`src/rtl/io_pkg.sv`:
```
// Shared definitions for the SOC character I/O endpoints.
package io_pkg;
  typedef enum logic [1:0] {IDLE, START, DATA, STOP} uart_state_e;
  localparam int UART_DATA_BITS  = 8;
  localparam int UART_FRAME_BITS = 10;
endpackage

```
`src/rtl/serial_printer_if.sv`:
```
// SOC output-port handshake: OUTR contents, FGO flag and the printer's ack.
interface serial_printer_if;
  logic [7:0] data_in;
  logic       fgo_in;
  logic       clear_out;

  modport master (output data_in, output fgo_in, input clear_out);
  modport slave  (input data_in, input fgo_in, output clear_out);
endinterface

```
`src/rtl/sync_fifo.sv`:
```
// Small synchronous FIFO with registered read data (valid the cycle after pop).
module sync_fifo #(
  parameter int WIDTH = 8,
  parameter int DEPTH = 4
) (
  input  logic                     clock,
  input  logic                     reset_n,
  input  logic                     i_push,
  input  logic [WIDTH-1:0]         i_wdata,
  input  logic                     i_pop,
  output logic [WIDTH-1:0]         o_rdata,
  output logic                     o_full,
  output logic                     o_empty,
  output logic [$clog2(DEPTH):0]   o_level
);
  localparam int AW = $clog2(DEPTH);
  localparam int LW = AW + 1;

  logic [WIDTH-1:0] r_mem [DEPTH];
  logic [AW-1:0]    r_wp, r_rp;
  logic [LW-1:0]    r_level;

  always_ff @(posedge clock) begin
    if (i_push) r_mem[r_wp] <= i_wdata;
  end

  always_ff @(posedge clock) begin
    if (!reset_n) begin
      r_wp    <= '0;
      r_rp    <= '0;
      r_level <= '0;
      o_rdata <= '0;
    end else begin
      if (i_push) r_wp <= r_wp + AW'(1);
      if (i_pop) begin
        o_rdata <= r_mem[r_rp];
        r_rp    <= r_rp + AW'(1);
      end
      r_level <= r_level + LW'(i_push) - LW'(i_pop);
    end
  end

  assign o_full  = (r_level == LW'(DEPTH));
  assign o_empty = (r_level == '0);
  assign o_level = r_level;
endmodule

```
`src/rtl/serial_printer.sv`:
```
// Printer-side endpoint of the SOC output port: acks OUT writes, buffers them,
// and sends each character as an 8N1 UART frame on tx_out.
module serial_printer
  import io_pkg::*;
#(
  parameter int CLKS_PER_BIT = 16,
  parameter int FIFO_DEPTH   = 4
) (
  input  logic                         clock,
  input  logic                         reset_n,
  serial_printer_if.slave              bus,
  output logic                         tx_out,
  output logic                         busy_out,
  output logic [$clog2(FIFO_DEPTH):0]  level_out
);
  localparam int CW = $clog2(CLKS_PER_BIT);

  logic        r_armed, r_clear;
  logic        w_cap, w_pop, w_full, w_empty, w_tc;
  logic [7:0]  w_rdata;
  uart_state_e r_state;
  logic [CW-1:0] r_cnt;
  logic [2:0]  r_bit;
  logic [7:0]  r_shift;
  logic        r_tx, r_launch;

  // Armed only after FGO has been seen high, so a held-low FGO acks once.
  assign w_cap = r_armed & ~bus.fgo_in & ~w_full;

  always_ff @(posedge clock) begin
    if (!reset_n) begin
      r_armed <= 1'b0;
      r_clear <= 1'b0;
    end else begin
      r_clear <= w_cap;
      if (bus.fgo_in)  r_armed <= 1'b1;
      else if (w_cap)  r_armed <= 1'b0;
    end
  end

  assign bus.clear_out = r_clear;

  sync_fifo #(.WIDTH(8), .DEPTH(FIFO_DEPTH)) u_fifo (
    .clock   (clock),
    .reset_n (reset_n),
    .i_push  (w_cap),
    .i_wdata (bus.data_in),
    .i_pop   (w_pop),
    .o_rdata (w_rdata),
    .o_full  (w_full),
    .o_empty (w_empty),
    .o_level (level_out)
  );

  assign w_tc  = (r_cnt == CW'(CLKS_PER_BIT - 1));
  // Read data arrives a cycle after the pop; the shift reg loads at the end of START.
  assign w_pop = ~w_empty & (((r_state == IDLE) & ~r_launch) | ((r_state == STOP) & w_tc));

  always_ff @(posedge clock) begin
    if (!reset_n) begin
      r_state  <= IDLE;
      r_cnt    <= '0;
      r_bit    <= '0;
      r_shift  <= '0;
      r_tx     <= 1'b1;
      r_launch <= 1'b0;
    end else begin
      r_launch <= 1'b0;
      if (r_state != IDLE) r_cnt <= w_tc ? '0 : r_cnt + CW'(1);
      unique case (r_state)
        IDLE: begin
          if (r_launch) begin
            r_state <= START;
            r_tx    <= 1'b0;
          end else if (!w_empty) begin
            r_launch <= 1'b1;
          end
        end
        START: if (w_tc) begin
          r_state <= DATA;
          r_shift <= w_rdata;
          r_tx    <= w_rdata[0];
          r_bit   <= '0;
        end
        DATA: if (w_tc) begin
          if (r_bit == 3'(UART_DATA_BITS - 1)) begin
            r_state <= STOP;
            r_tx    <= 1'b1;
          end else begin
            r_shift <= r_shift >> 1;
            r_tx    <= r_shift[1];
            r_bit   <= r_bit + 3'd1;
          end
        end
        STOP: if (w_tc) begin
          if (!w_empty) begin
            r_state <= START;
            r_tx    <= 1'b0;
          end else begin
            r_state <= IDLE;
            r_tx    <= 1'b1;
          end
        end
        default: r_state <= IDLE;
      endcase
    end
  end

  assign tx_out   = r_tx;
  assign busy_out = (r_state != IDLE);
endmodule
```
`src/flat_wrapper.sv`:
```
// flat-port wrapper written by rule: the top's interface ports become plain ports
module serial_printer_flat import io_pkg::*;
#(
  parameter int CLKS_PER_BIT = 16,
  parameter int FIFO_DEPTH   = 4
)
  (clock, reset_n, tx_out, busy_out, level_out, bus_data_in, bus_fgo_in, bus_clear_out);
  serial_printer_if bus_i ();
  input  logic clock;
  input  logic reset_n;
  output logic tx_out;
  output logic busy_out;
  output logic [$clog2(FIFO_DEPTH):0] level_out;
  input wire logic [$bits(bus_i.data_in)-1:0] bus_data_in;
  input wire logic [$bits(bus_i.fgo_in)-1:0] bus_fgo_in;
  output wire logic [$bits(bus_i.clear_out)-1:0] bus_clear_out;
  assign bus_i.data_in = bus_data_in;
  assign bus_i.fgo_in = bus_fgo_in;
  assign bus_clear_out = bus_i.clear_out;
  serial_printer #(.CLKS_PER_BIT(CLKS_PER_BIT), .FIFO_DEPTH(FIFO_DEPTH)) u_core (.clock(clock), .reset_n(reset_n), .bus(bus_i), .tx_out(tx_out), .busy_out(busy_out), .level_out(level_out));
endmodule
```
`config.mk`:
```
export PLATFORM = sky130hd
export DESIGN_NAME = serial_printer_flat
export DESIGN_NICKNAME = d
export VERILOG_FILES = /design/src/rtl/io_pkg.sv /design/src/rtl/serial_printer_if.sv /design/src/rtl/sync_fifo.sv /design/src/rtl/serial_printer.sv /design/src/flat_wrapper.sv
export SDC_FILE = /design/constraint.sdc
export NUM_CORES = 1
export LEC_CHECK = 0
export ABC_AREA = 1
export CAP_MARGIN = 20
export CORE_MARGIN = 2
export CORE_UTILIZATION = 45
export CTS_BUF_LIST = sky130_fd_sc_hd__clkbuf_4 sky130_fd_sc_hd__clkbuf_8 sky130_fd_sc_hd__clkbuf_16
export DETAILED_ROUTE_END_ITERATION = 6
export PLACE_DENSITY_LB_ADDON = 0.12
export SKIP_CTS_REPAIR_TIMING = 1
export SYNTH_ARGS = -nofsm -noshare
export SYNTH_HDL_FRONTEND = slang
export SYNTH_SLANG_ARGS = --single-unit
```
`constraint.sdc`:
```
create_clock -name clock -period 2.1 [get_ports clock]
set_input_delay 0.21 -clock clock [delete_from_list [all_inputs] [get_ports clock]]
set_output_delay 0.21 -clock clock [all_outputs]
set_load 0.02 [all_outputs]
```
==> results of run 1 <==
==> per-stage QoR <==
stage          setup WS [ns]  total power, mW
5_1_grt             0.002048            4.806
3_3_place_gp          0.1107            3.300
6_report             0.09309            4.416
2_1_floorplan      -0.007193            2.975
4_1_cts              0.04085            4.299
3_5_place_dp         0.07144            3.327
==> cells in the mapped netlist, drive strengths merged, types with 3 or more instances <==
library cell / number
buf: 9
nand3: 10
a21oi: 7
inv: 40
nor2: 68
ha: 14
o21ai: 40
edfxtp: 32
nand4: 3
nand2: 81
dfxtp: 35
==> worst reg2reg max path, cell delays in order, from the launching register on <==
cell and delay, ns:
sky130_fd_sc_hd__dfxtp_4 0.39, sky130_fd_sc_hd__ha_4 0.16, sky130_fd_sc_hd__nand4_1 0.14, sky130_fd_sc_hd__nand2_4 0.11, sky130_fd_sc_hd__nand2_4 0.05, sky130_fd_sc_hd__inv_2 0.05, sky130_fd_sc_hd__ha_4 0.18, sky130_fd_sc_hd__inv_1 0.05
sky130_fd_sc_hd__ha_2 0.16, sky130_fd_sc_hd__inv_2 0.04, sky130_fd_sc_hd__fa_2 0.53, sky130_fd_sc_hd__nor2_2 0.04
==> power groups by stage <==
stage	Clock [mW]	Combinational, mW	Sequential [mW]
2_1_floorplan	0	1.24	1.73
3_3_place_gp	0	1.59	1.71
3_5_place_dp	0	1.61	1.72
4_1_cts	0.988	1.62	1.69
5_1_grt	1.03	2.05	1.73
6_report	0.957	1.76	1.70
==> state kept, by name, summed over array words and instances, names as in the netlist <==
signal / count
u_core.u_fifo.r_wp: 2
u_core.bus.clear_out: 1
u_core.r_armed: 1
u_core.tx_out: 1
u_core.r_launch: 1
u_core.r_cnt: 4
u_core.r_shift: 7
u_core.u_fifo.o_rdata: 8
u_core.u_fifo.r_rp: 2
u_core.r_state: 2
u_core.r_bit: 3
u_core.u_fifo.r_mem: 32
u_core.u_fifo.o_level: 3
==> logic make-up (layout without fill, tap and decap cells) <==
logic type               count (synthesis)  in the layout
buffers and inverters                   52             91
AND/OR/NAND/NOR                        163            163
XOR/XNOR                                 3              3
flip-flops                              67             67
adder cells (fa/ha/maj)                 15             15
AO/OA/AOI/OAI                           47             47
==> metal layers <==
layer | vias to the layer above | share of wire | GRT usage
met5 | - | 0 | 0
met3 | 12 | 0.029 | 0.04381
met2 | 22 | 0.46 | 0.2720
li1 | 1173 | - | -
met1 | 985 | 0.49 | 0.2134
met4 | 0 | 0.016 | 0.06818
==> how the worst max path moves through the flow <==
| stage | cells after the start | slack, ns | end | start |
|---|---|---|---|---|
| after global placement | 14 | 0.11 | u_core.u_fifo.o_level[2] | u_core.r_state[1] |
| after detailed placement | 14 | 0.07 | u_core.u_fifo.o_level[2] | u_core.r_state[1] |
| after global routing | 13 | 0.002 | u_core.u_fifo.o_level[2] | u_core.r_state[1] |
| after CTS | 14 | 0.04 | u_core.u_fifo.o_level[2] | u_core.r_state[1] |
| final | 11 | 0.09 | u_core.u_fifo.o_level[1] | u_core.r_state[1] |
| after floorplan | 15 | -0.007 | u_core.u_fifo.o_level[2] | u_core.r_state[1] |
==> layout by cell type, fill, tap and decap left out, types with 2 or more instances in the layout <==
master                            Yosys  final
sky130_fd_sc_hd__inv_6                1      3
sky130_fd_sc_hd__nand2_4              2      4
sky130_fd_sc_hd__dfxtp_4              0      2
sky130_fd_sc_hd__nor2_1              67     66
sky130_fd_sc_hd__nand3_2              2      2
sky130_fd_sc_hd__nand4_1              3      3
sky130_fd_sc_hd__dfxtp_1             35     31
sky130_fd_sc_hd__dfxtp_2              0      2
sky130_fd_sc_hd__nand2_1             76     76
sky130_fd_sc_hd__edfxtp_1            32     32
sky130_fd_sc_hd__clkinv_1             1      2
sky130_fd_sc_hd__buf_4                1     17
sky130_fd_sc_hd__xor2_1               2      2
sky130_fd_sc_hd__a21oi_1              5      5
sky130_fd_sc_hd__inv_2                2      5
sky130_fd_sc_hd__inv_1               37     32
sky130_fd_sc_hd__clkinv_4             0      2
sky130_fd_sc_hd__o21ai_1             11     11
sky130_fd_sc_hd__nand3_1              8      8
sky130_fd_sc_hd__inv_4                0      2
sky130_fd_sc_hd__clkdlybuf4s50_1      0     15
sky130_fd_sc_hd__o21ai_2              1      2
sky130_fd_sc_hd__clkbuf_8             0      9
sky130_fd_sc_hd__ha_1                14      9
sky130_fd_sc_hd__ha_4                 0      4
sky130_fd_sc_hd__a21oi_2              2      2
sky130_fd_sc_hd__o21ai_0             28     27
==> area by class of cell <==
class	instances	share of cell area
sequential	67	0.4597
multi-input combinational	228	0.3341
timing repair buffer	34	0.08534
inverter	41	0.04508
clock buffer	9	0.03407
tap	80	0.02753
clock inverter	7	0.01411
==> summary by stage, run 1 <==
Floorplanning
For this configuration, the core starts out at a cell density of 0.4571. The floorplan step defined a die boundary enclosing ~0.0075 mm². The vertical die dimension is between 80 and 90 µm.

The number of cell rows is 30. The standard cell core area is around 0.0067 mm². Pin placement for this block handled 17 I/O pins. The die width is around 86 µm.

Finish
The storage element area is 0.001672 mm². In the final layout, the share of cells above drive strength 1 is 0.1658. 0 antenna diodes ended up in the layout. The total area of multi-input combinational cells is about 0.0012 mm².

The post-layout instance area is ~0.0036 mm². The filler-free cell count of the finished design is 466. The fill cell instance count of the final layout is between 600 and 700.

The final core area utilization is 0.5442. The final net count is about 410. Relative to the synthesized area, the layout overhead comes to 19.05%.

Logic synthesis
The share of synthesized area in the top cell type comes to 0.3146. The Yosys warning count is 0. The summed instance area of the synthesized netlist is 0.003054 mm². By area, the combinational part of the netlist is dominated by simple AND/OR/NAND/NOR gates. The number of unique standard cell types used by synthesis is 29. Synthesis inferred 67 register bits. The XOR/XNOR share of the synthesized area is 0.008603. Counting every instance in the synthesized netlist gives between 300 and 400. The share of async-settable or async-resettable flops after synthesis is 0.

Measured against the total synthesized area, the mux share comes to 0. The number of nets in the synthesized netlist is 373. The mean instance size in the synthesized netlist is a little under 9 µm². Of the total synthesized cell area, the portion taken by full adders, half adders and majority gates is 0.06391. The predominant post-synthesis flop cell is sky130_fd_sc_hd__dfxtp_1. Of the total synthesized cell area, the portion taken by AND, OR, NAND and NOR gates is 0.2212. The post-synthesis cell type with the largest combined area is sky130_fd_sc_hd__edfxtp_1. Yosys attributes the largest share of cell area to sky130_fd_sc_hd__edfxtp_1 31%, sky130_fd_sc_hd__dfxtp_1 23%, sky130_fd_sc_hd__nand2_1 9.3%, sky130_fd_sc_hd__nor2_1 8.2%, sky130_fd_sc_hd__ha_1 5.7%.

The fraction of the yosys area taken by sequential cells is 0.5440. The post-synthesis compound-gate area fraction is 0.08070. The count of flip-flops with a built-in enable after synthesis is 32.

Setup path
On the critical path, the stage with the largest delay is an instance of sky130_fd_sc_hd__fa_2. The arrival time of data at the critical path endpoint is between 2 and 2.5 ns. In this design, the largest share of critical-path delay is due to adder cells.

The critical path contains buffers and inverters numbering 3 combined. The kind of critical path is register to register. The endpoint identified for the worst register-to-register timing path is u_core.u_fifo.o_level[1]. The count of cells along the worst register-to-register path is 11. Walking the worst path, the cells encountered are ha_4, nand4_1, nand2_4, nand2_4, inv_2, ha_4, inv_1, ha_2, inv_2, fa_2, nor2_2. The required arrival time at the worst endpoint is ~2.3 ns. The largest fanout of any net on the critical path is 4.

The worst setup path is launched from a register. The category of the worst setup path capture point is a register. The reg-to-reg critical path startpoint is u_core.r_state[1]. The setup slack on the worst flop-to-flop path is between 0.09 and 0.1 ns. The critical path's largest stage delay is ~0.53 ns.

Route
The routed wire length per instance is about 12 µm. The vias per cell is 4.704. For this block, the via count after detailed routing is ~2200. Once detail routing completed, the nets flagged for antenna violations numbered 0. After detailed routing, the total wire length is 5608 µm.

For this run, design rule violations remaining after detail routing come to 0. The DRC violation total after the first TritonRoute iteration is around 110. The first detailed-routing pass ran for 6 iterations.

Timing
For the final database, setup skew stands at ~0.0066 ns. Setup total negative slack on the finished layout was measured at 0 ns. The peak clock frequency supported by timing is about 500 MHz. At the pin with the least slew margin, the transition time is approximately 0.29 ns.

Setup violations remaining at the end of the flow were counted as 0. The hold violation total from the final report is 0. Measured against its own limit, the worst slew margin works out to 0.8094. The final-report max-slew violation count was 0. The worst hold-check slack is 0.4818 ns.

The smallest clock period supported by the final layout is computed as approximately 2.0 ns. Setup repair after global routing left no endpoint under its margin. The final cycle utilization of the critical path is 0.9557.

GRT
Across every metal layer, demand over resource in global routing totals 0.1676. The number of global-route vias before repair was ~2100. The pin count of the biggest net entering global routing is 22.

The initial antenna violation count was 0. The wire length of the first global-routing pass is roughly 9700 µm. The leftover overflow at the end of global routing is 0.

Clock network
In this run the clock root is driven by a sky130_fd_sc_hd__clkbuf_8. The deepest level of the CTS H-tree is 3. The CTS tree is built. The tree built by TritonCTS fans out to 67 sinks. The maximum buffer depth of the clock tree is 2. Buffers inserted during clock tree synthesis total 9. Clock-pin slew was measured on the worst setup and hold paths at 0.08 ns. The clock latency at the later pin of the worst-skew pair is ~0.34 ns.

Place
The placed cell area is between 0.003 and 0.004 mm². Including well taps, the total number of placed cells is 445. The routability-driven placement congestion ratio is ~0.79. Detailed placement finished with a half-perimeter wire length of between 3000 and 4000 µm. The number of I/O port buffers is 16.

Power and ir drop
The leakage power of the design is 1.561 nW. The clock power share is 0.217. The internal power summed over all cells is between 2 and 3 mW.

Of the total power, the share spent switching nets is 0.3808. The register share of total power is 0.385. The switching component of the power is ~1.7 mW. IR analysis of the VDD net gives a maximum drop of between 500 and 600 µV. The areal power density over the cells is approximately 1200 mW/mm². The relative contribution of combinational cells to total power is 0.398.

Min path
The number of cells on the worst hold path is 2. The classification of the worst-slack hold path is register to register. The beginning of the worst hold path is u_core.r_shift[1]. The sink of the worst hold path is u_core.r_shift[1].

Run
The max-cap violation count is 0.

Status
The run finished with clean final reports.
(Power assumes the default switching activity.)
==> run 2: changes to the inputs <==
--- a/config.mk
+++ b/config.mk
@@ -6,12 +6,13 @@
 export NUM_CORES = 1
 export LEC_CHECK = 0
 export ABC_AREA = 1
+export ABC_CLOCK_PERIOD_IN_PS = 2100
 export CAP_MARGIN = 20
 export CORE_MARGIN = 2
 export CORE_UTILIZATION = 45
 export CTS_BUF_LIST = sky130_fd_sc_hd__clkbuf_4 sky130_fd_sc_hd__clkbuf_8 sky130_fd_sc_hd__clkbuf_16
 export DETAILED_ROUTE_END_ITERATION = 6
-export PLACE_DENSITY_LB_ADDON = 0.12
+export PLACE_DENSITY_LB_ADDON = 0.1
 export SKIP_CTS_REPAIR_TIMING = 1
 export SYNTH_ARGS = -nofsm -noshare
 export SYNTH_HDL_FRONTEND = slang
==> constraint.sdc (replaced) <==
create_clock -name clock -period 2.1 [get_ports clock]
set_input_delay 0.21 -clock clock [delete_from_list [all_inputs] [get_ports clock]]
set_output_delay 0.21 -clock clock [all_outputs]
set_load 0.05 [all_outputs]
==> summary by stage, run 2 (same netlist as run 1, synthesis figures left out) <==
Status
Run status: finished, final reports clean (unchanged).

GRT
The number of global-route vias before repair was 2090 (was 2070). The leftover overflow at the end of global routing is 0 (unchanged). The wire length of the first global-routing pass is 9473 µm (was 9653 µm). The initial antenna violation count is 0 (unchanged). The pin count of the biggest net entering global routing came to 19 (was 22). The total global routing track utilization came to 0.1624 (was 0.1676).

Finish
Leading cell types in the layout, fill and taps excluded: 76 x sky130_fd_sc_hd__nand2_1, 67 x sky130_fd_sc_hd__nor2_1, 32 x sky130_fd_sc_hd__edfxtp_1 (was 76 x sky130_fd_sc_hd__nand2_1, 66 x sky130_fd_sc_hd__nor2_1, 32 x sky130_fd_sc_hd__inv_1, 32 x sky130_fd_sc_hd__edfxtp_1, 31 x sky130_fd_sc_hd__dfxtp_1). Regs by FF count: u_core.u_fifo.r_mem x32, u_core.u_fifo.o_rdata x8, u_core.r_shift x7 (unchanged). The largest register by flop count is u_core.u_fifo.r_mem (unchanged). The storage element area is 0.001680 mm² (was 0.001672 mm²). The total area of multi-input combinational cells is 0.001226 mm² (was 0.001215 mm²). The flip-flop count of the largest register, all copies and words added is 32 (unchanged). The post-layout instance area is 0.003652 mm² (was 0.003636 mm²). The fill cell instance count of the final layout is 609 (was 645). The share of final-layout standard cells stronger than drive strength 1 was 0.1728 (was 0.1658). The number of antenna repair diodes is 0 (unchanged). The relative area change from synthesis to final layout is 19.58% (was 19.05%). The most common cell after layout, fill and taps aside is sky130_fd_sc_hd__nand2_1 (unchanged). The final net count came to 403 (was 407).

Power and ir drop
The leakage power of the design is 1.540 nW (was 1.561 nW). The post-route total power came to 4.635 mW (was 4.416 mW). The worst-case vdd ir drop is 527.7 µV (was 567.8 µV).

The areal power density over the cells is 1269 mW/mm² (was 1215 mW/mm²).

Clock network
The CTS tree was built (unchanged). The clock latency at the later pin of the worst-skew pair is 0.35 ns (was 0.34 ns). The maximum buffer depth of the clock tree is 2 (unchanged). The TritonCTS buffer count is 9 (unchanged).

The clock-pin slew on the worst setup and hold paths is 0.08 ns (about the same). The number of sinks on the clock net is 67 (unchanged). The root buffer selected by CTS is sky130_fd_sc_hd__clkbuf_8 (unchanged). The deepest level of the CTS H-tree is 3 (unchanged).

Floorplanning
The I/O pin count is 17 (unchanged). The die width is 86.39 µm (unchanged). The standard cell core area is 0.006681 mm² (unchanged).

The vertical die dimension is 86.39 µm (unchanged). The starting density of the core is 0.4571 (unchanged). The area enclosed by the die boundary is 0.007462 mm² (unchanged). The number of cell rows is 30 (unchanged).

Route
The number of search-and-repair iterations in the first detailed-routing pass came to 4 (was 6). The total length of routed wires was 5583 µm (was 5608 µm). The vias per cell came to 4.842 (was 4.704). The count of antenna-violating nets left after detailed routing is 0 (unchanged). The total number of vias was 2237 (was 2192). The DRC violation total after the first TritonRoute iteration is 115 (was 108). The final routed DRC violation total came to 0 (unchanged). The routed wire length per instance is 12.08 µm (was 12.03 µm).

Place
The half-perimeter wire length after placement is 3767 µm (was 3755 µm). The routability-driven placement congestion ratio was 0.7764 (was 0.7874). The number of I/O port buffers is 16 (unchanged). The placed cell area is 0.003368 mm² (was 0.003369 mm²).

Timing
Setup repair after global routing missed its margin: no (unchanged). The peak clock frequency supported by timing is 505.1 MHz (was 498.3 MHz). The worst clock skew is 0.009747 ns (was 0.006638 ns). The final-report max-slew violation count is 0 (unchanged). The final cycle utilization of the critical path is 0.9428 (was 0.9557). The remaining max-slew budget at the tightest pin was 0.6267 (was 0.8094).

The final count of negative-setup-slack endpoints is 0 (unchanged). The clock period minus final worst setup slack came to 1.980 ns (was 2.007 ns). The hold violation total from the final report was 0 (unchanged). The slew at the pin with the worst max-slew slack came to 0.5582 ns (was 0.2854 ns).

Setup path
The arrival time of data at the critical path endpoint was 2.25 ns (was 2.23 ns). The required arrival time at the worst endpoint is 2.37 ns (was 2.33 ns). The category of the worst setup path capture point is a register (unchanged). The kind of critical path is register to register (unchanged).

The largest fanout of any net on the critical path is 4 (unchanged). The startpoint type of the worst setup path is a register (unchanged).

Min path
The classification of the worst-slack hold path is input pin to register (was register to register).

Run
The max-cap violation count came to 0 (unchanged).
[run 2: cell count changes in the layout (fill, tap and decap cells not counted), sizes merged]
cell,delta
dlymetal6s2s,-1
inv,+2
buf,-3
clkinvlp,+1
bufinv,+1
clkinv,-4
[run 2: path summary, 6_finish.rpt]
kind / start / end / slack [ns] / cells after the start
hold reg to reg: u_core.tx_out / u_core.tx_out / 0.47 / 2
hold / removal: bus_fgo_in / u_core.r_armed / 0.45 / 3
setup / recovery: u_core.r_state[1] / u_core.u_fifo.o_level[2] / 0.12 / 13
setup reg to reg: u_core.r_state[1] / u_core.u_fifo.o_level[2] / 0.12 / 13
[run 2: report_power, final]
group,switching [mW],total [mW],leakage [nW],internal [mW]
Combinational,1.12,1.80,0.861,0.677
Sequential,0.141,1.72,0.581,1.58
Clock,0.550,1.12,0.0988,0.568
Total,1.81,4.64,1.54,2.83
[run 2: routing by layer]
metal | global-route usage | part of all wire
met3 | 0.05619 | 0.041
met5 | 0 | 0
met4 | 0.05398 | 0.013
met1 | 0.2055 | 0.47
met2 | 0.2608 | 0.48
[run 2: per-stage QoR]
step                setup WS (ns)  instances  setup TNS, ns    util  hold WS [ns]
floorplan                -0.01248        347       -0.01248       -        0.3089
global placement          0.06769        443              0  0.5041        0.4506
detailed placement       -0.01923        443       -0.01923  0.5041        0.4595
CTS                      -0.06953        459       -0.06953  0.5350        0.4397
global route             0.001298        462              0  0.5466        0.4830
finish                     0.1201        462              0  0.5466        0.4510
[run 2: final cells by class]
class	count	area share
well taps	80	0.02741
clock inverters	7	0.02261
repair buffers	30	0.07537
inverters	41	0.04488
clock buffers	9	0.03392
flip-flops and latches	67	0.4601
multi-input cells	228	0.3357
[run 2: worst max-delay path, stage by stage (launching register included)]
cell and delay [ns]:
sky130_fd_sc_hd__dfxtp_4 0.39, sky130_fd_sc_hd__ha_4 0.15, sky130_fd_sc_hd__nand4_1 0.14, sky130_fd_sc_hd__nand2_4 0.11, sky130_fd_sc_hd__nand2_4 0.05, sky130_fd_sc_hd__inv_2 0.06, sky130_fd_sc_hd__ha_4 0.19, sky130_fd_sc_hd__inv_2 0.06
sky130_fd_sc_hd__ha_4 0.12, sky130_fd_sc_hd__inv_2 0.03, sky130_fd_sc_hd__fa_2 0.34, sky130_fd_sc_hd__inv_2 0.07, sky130_fd_sc_hd__o21ai_2 0.05, sky130_fd_sc_hd__a21oi_2 0.13
==> run 3: changes to the inputs <==
--- a/config.mk
+++ b/config.mk
@@ -6,7 +6,7 @@
 export NUM_CORES = 1
 export LEC_CHECK = 0
 export ABC_AREA = 1
-export ABC_CLOCK_PERIOD_IN_PS = 2100
+export ABC_CLOCK_PERIOD_IN_PS = 2200
 export CAP_MARGIN = 20
 export CORE_MARGIN = 2
 export CORE_UTILIZATION = 45
@@ -16,4 +16,5 @@
 export SKIP_CTS_REPAIR_TIMING = 1
 export SYNTH_ARGS = -nofsm -noshare
 export SYNTH_HDL_FRONTEND = slang
+export SYNTH_HIERARCHICAL = 1
 export SYNTH_SLANG_ARGS = --single-unit
==> constraint.sdc (replaced) <==
create_clock -name clock -period 2.2 [get_ports clock]
set_input_delay 0.22 -clock clock [delete_from_list [all_inputs] [get_ports clock]]
set_output_delay 0.22 -clock clock [all_outputs]
set_load 0.05 [all_outputs]
==> summary by stage, run 3 <==
Clock network
The deepest level of the CTS H-tree is 3 (unchanged). The root buffer selected by CTS was sky130_fd_sc_hd__clkbuf_8 (unchanged). The clock latency at the later pin of the worst-skew pair was 0.33 ns (was 0.35 ns).

The number of sinks on the clock net is 67 (unchanged). The CTS tree is built (unchanged). The clock-pin slew on the worst setup and hold paths is 0.07 ns (was 0.08 ns). The maximum buffer depth of the clock tree was 2 (unchanged). The TritonCTS buffer count is 9 (unchanged).

Logic synthesis
The register bit count reported by yosys is 67 (unchanged). The cell count after synthesis came to 317 (was 347). The post-synthesis cell type with the largest combined area was sky130_fd_sc_hd__edfxtp_1 (unchanged). The Yosys warning count is 6 (was 0).

The fraction of synthesized cell area taken by the top area cell type was 0.3272 (was 0.3146). Cell types with the largest area share after synthesis: sky130_fd_sc_hd__edfxtp_1 33%, sky130_fd_sc_hd__dfxtp_1 24%, sky130_fd_sc_hd__nand2_1 11%, sky130_fd_sc_hd__ha_1 6.0%, sky130_fd_sc_hd__nand3_1 4.4% (was sky130_fd_sc_hd__edfxtp_1 31%, sky130_fd_sc_hd__dfxtp_1 23%, sky130_fd_sc_hd__nand2_1 9.3%, sky130_fd_sc_hd__nor2_1 8.2%, sky130_fd_sc_hd__ha_1 5.7%). Most used standard cells in the synthesized netlist: 85 x sky130_fd_sc_hd__nand2_1, 35 x sky130_fd_sc_hd__dfxtp_1, 32 x sky130_fd_sc_hd__edfxtp_1 (was 76 x sky130_fd_sc_hd__nand2_1, 67 x sky130_fd_sc_hd__nor2_1, 37 x sky130_fd_sc_hd__inv_1). The share of async-settable or async-resettable flops after synthesis is 0 (unchanged). The number of unique standard cell types used by synthesis is 26 (was 29). The fraction of the yosys area taken by sequential cells was 0.5658 (was 0.5440). The mean instance size in the synthesized netlist came to 9.264 µm² (was 8.802 µm²). The count of flip-flops with a built-in enable after synthesis is 32 (unchanged). The predominant post-synthesis flop cell is sky130_fd_sc_hd__dfxtp_1 (unchanged). The number of nets in the synthesized netlist was 343 (was 373). The summed instance area of the synthesized netlist is 0.002937 mm² (was 0.003054 mm²).

The cell with the most instances after synthesis is sky130_fd_sc_hd__nand2_1 (unchanged).

GRT
The total global routing track utilization was 0.1603 (was 0.1624). The initial antenna violation count is 0 (unchanged). The number of global-route vias before repair is 1884 (was 2090). The leftover overflow at the end of global routing is 0 (unchanged). The wire length of the first global-routing pass is 8797 µm (was 9473 µm). The pin count of the biggest net entering global routing was 20 (was 19).

Power and ir drop
The clock power share is 0.270 (was 0.241). The relative contribution of combinational cells to total power is 0.319 (was 0.387). The switching component of the power was 1.380 mW (was 1.810 mW). The switching part of the total power is 0.3638 (was 0.3905). The post-route total power came to 3.792 mW (was 4.635 mW). The register share of total power is 0.411 (was 0.371).

The worst-case vdd ir drop is 533.7 µV (was 527.7 µV). The leakage power of the design is 1.418 nW (was 1.540 nW). The areal power density over the cells was 1125 mW/mm² (was 1269 mW/mm²). The internal power summed over all cells is 2.413 mW (was 2.825 mW).

Timing
The clock period minus final worst setup slack is 2.085 ns (was 1.980 ns). The slew at the pin with the worst max-slew slack is 0.5059 ns (was 0.5582 ns). The final total negative setup slack was 0 ns (unchanged). The final cycle utilization of the critical path was 0.9475 (was 0.9428). The remaining max-slew budget at the tightest pin is 0.6617 (was 0.6267). The final count of negative-setup-slack endpoints was 0 (unchanged).

The final-report max-slew violation count is 0 (unchanged). The peak clock frequency supported by timing came to 479.7 MHz (was 505.1 MHz). The hold violation total from the final report came to 0 (unchanged).

Setup repair after global routing missed its margin: no (unchanged). The worst clock skew came to 0.003090 ns (was 0.009747 ns).

Floorplanning
The die width is 84.78 µm (was 86.39 µm). The standard cell core area is 0.006314 mm² (was 0.006681 mm²). The number of cell rows was 29 (was 30). The vertical die dimension is 84.78 µm (was 86.39 µm). The starting density of the core is 0.4651 (was 0.4571). The I/O pin count is 17 (unchanged).

The area enclosed by the die boundary was 0.007188 mm² (was 0.007462 mm²).

Finish
The flip-flop count of the largest register, all copies and words added is 32 (unchanged). The filler-free cell count of the finished design is 423 (was 462). The most common cell after layout, fill and taps aside is sky130_fd_sc_hd__nand2_1 (unchanged). The relative area change from synthesis to final layout is 14.83% (was 19.58%). Leading cell types in the layout, fill and taps excluded: 84 x sky130_fd_sc_hd__nand2_1, 34 x sky130_fd_sc_hd__dfxtp_1, 32 x sky130_fd_sc_hd__edfxtp_1 (was 76 x sky130_fd_sc_hd__nand2_1, 67 x sky130_fd_sc_hd__nor2_1, 32 x sky130_fd_sc_hd__edfxtp_1).

The largest register by flop count is u_core/u_fifo/r_mem (was u_core.u_fifo.r_mem). The share of final-layout standard cells stronger than drive strength 1 is 0.1214 (was 0.1728). Regs by FF count: u_core/u_fifo/r_mem x32, u_core/u_fifo/o_rdata x8, u_core/r_shift x7 (was u_core.u_fifo.r_mem x32, u_core.u_fifo.o_rdata x8, u_core.r_shift x7). The number of antenna repair diodes is 0 (unchanged). The final net count is 367 (was 403).

Setup path
The startpoint type of the worst setup path is a register (unchanged). The arrival time of data at the critical path endpoint was 2.32 ns (was 2.25 ns). The largest fanout of any net on the critical path is 4 (unchanged).

The kind of critical path is register to register (unchanged). The category of the worst setup path capture point is a register (unchanged). The required arrival time at the worst endpoint is 2.44 ns (was 2.37 ns).

Route
The final routed DRC violation total is 0 (unchanged). The routed wire length per instance is 12.40 µm (was 12.08 µm). The number of search-and-repair iterations in the first detailed-routing pass is 4 (unchanged).

The total length of routed wires was 5244 µm (was 5583 µm). The total number of vias is 2042 (was 2237). The vias per cell is 4.827 (was 4.842).

The count of antenna-violating nets left after detailed routing is 0 (unchanged). The DRC violation total after the first TritonRoute iteration was 64 (was 115).

Run
The max-cap violation count is 0 (unchanged).

Place
The number of I/O port buffers came to 16 (unchanged). The routability-driven placement congestion ratio was 0.8133 (was 0.7764). The number of placed cells counting well taps came to 407 (was 443). The half-perimeter wire length after placement is 3469 µm (was 3767 µm).

Min path
The classification of the worst-slack hold path is register to register (was input pin to register).

Status
Run status: finished, final reports clean (unchanged).
==> run 3: cells by family (layout without fill, tap and decap cells) <==
family	Yosys count	in the layout	synth area share
AO/OA/AOI/OAI	42	42	0.07840
XOR/XNOR	2	2	0.005966
adder cells (fa/ha/maj)	15	15	0.06647
buffers and inverters	40	69	0.06774
flip-flops	67	67	0.5658
AND/OR/NAND/NOR	151	151	0.2156
==> run 3: worst max-delay path: stages (launching register included) <==
cell                      delay (ns)
sky130_fd_sc_hd__dfxtp_1        0.38
sky130_fd_sc_hd__inv_1          0.11
sky130_fd_sc_hd__ha_1           0.24
sky130_fd_sc_hd__nand2_2        0.12
sky130_fd_sc_hd__o22ai_2        0.09
sky130_fd_sc_hd__ha_1           0.29
sky130_fd_sc_hd__inv_1          0.04
sky130_fd_sc_hd__ha_1           0.18
sky130_fd_sc_hd__fa_1           0.43
sky130_fd_sc_hd__nand2_1        0.08
sky130_fd_sc_hd__inv_1          0.03
==> run 3: routing by layer <==
layer | GRT usage | routed length (µm)
met5 | 0 | 0
met4 | 0.08658 | 64
met3 | 0.03835 | 103
met2 | 0.2563 | 2497
met1 | 0.2010 | 2578
==> run 3: per-stage QoR <==
| step | cell area [µm²] | setup WS [ns] | util | hold slack [ns] |
|---|---|---|---|---|
| after floorplan | 2943 | 0.06633 | - | 0.2974 |
| after global placement | 3163 | 0.1442 | 0.5010 | 0.4496 |
| after detailed placement | 3163 | 0.08192 | 0.5010 | 0.4462 |
| after CTS | 3363 | 0.07297 | 0.5327 | 0.4641 |
| after global routing | 3372 | 0.001323 | 0.5341 | 0.4845 |
| final | 3372 | 0.1155 | 0.5341 | 0.4589 |
==> run 3: power groups by stage <==
stage / logic [mW] / registers (mW) / clock network, mW
after floorplan: 0.884 / 1.65 / 0
after detailed placement: 1.20 / 1.58 / 0
after CTS: 1.21 / 1.56 / 1.05
final: 1.21 / 1.56 / 1.03
after global placement: 1.20 / 1.58 / 0
after global routing: 1.37 / 1.58 / 1.12
==> run 3: layout make-up <==
type | count | area, µm²
clock buffers | 9 | 123.9
clock inverters | 7 | 76.32
fillers | 593 | 2942
inverters | 30 | 112.6
multi-input cells | 210 | 1090
flip-flops and latches | 67 | 1663
well taps | 77 | 96.34
repair buffers | 23 | 210.2
==> run 3: final timing paths <==
check / startpoint / to / slack, ns / cells past startpoint
setup / recovery: u_core/r_state[1] / u_core/u_fifo/o_level[1] / 0.12 / 10
hold / removal: u_core/tx_out / u_core/tx_out / 0.46 / 2
setup reg to reg: u_core/r_state[1] / u_core/u_fifo/o_level[1] / 0.12 / 10
hold reg to reg: u_core/tx_out / u_core/tx_out / 0.46 / 2
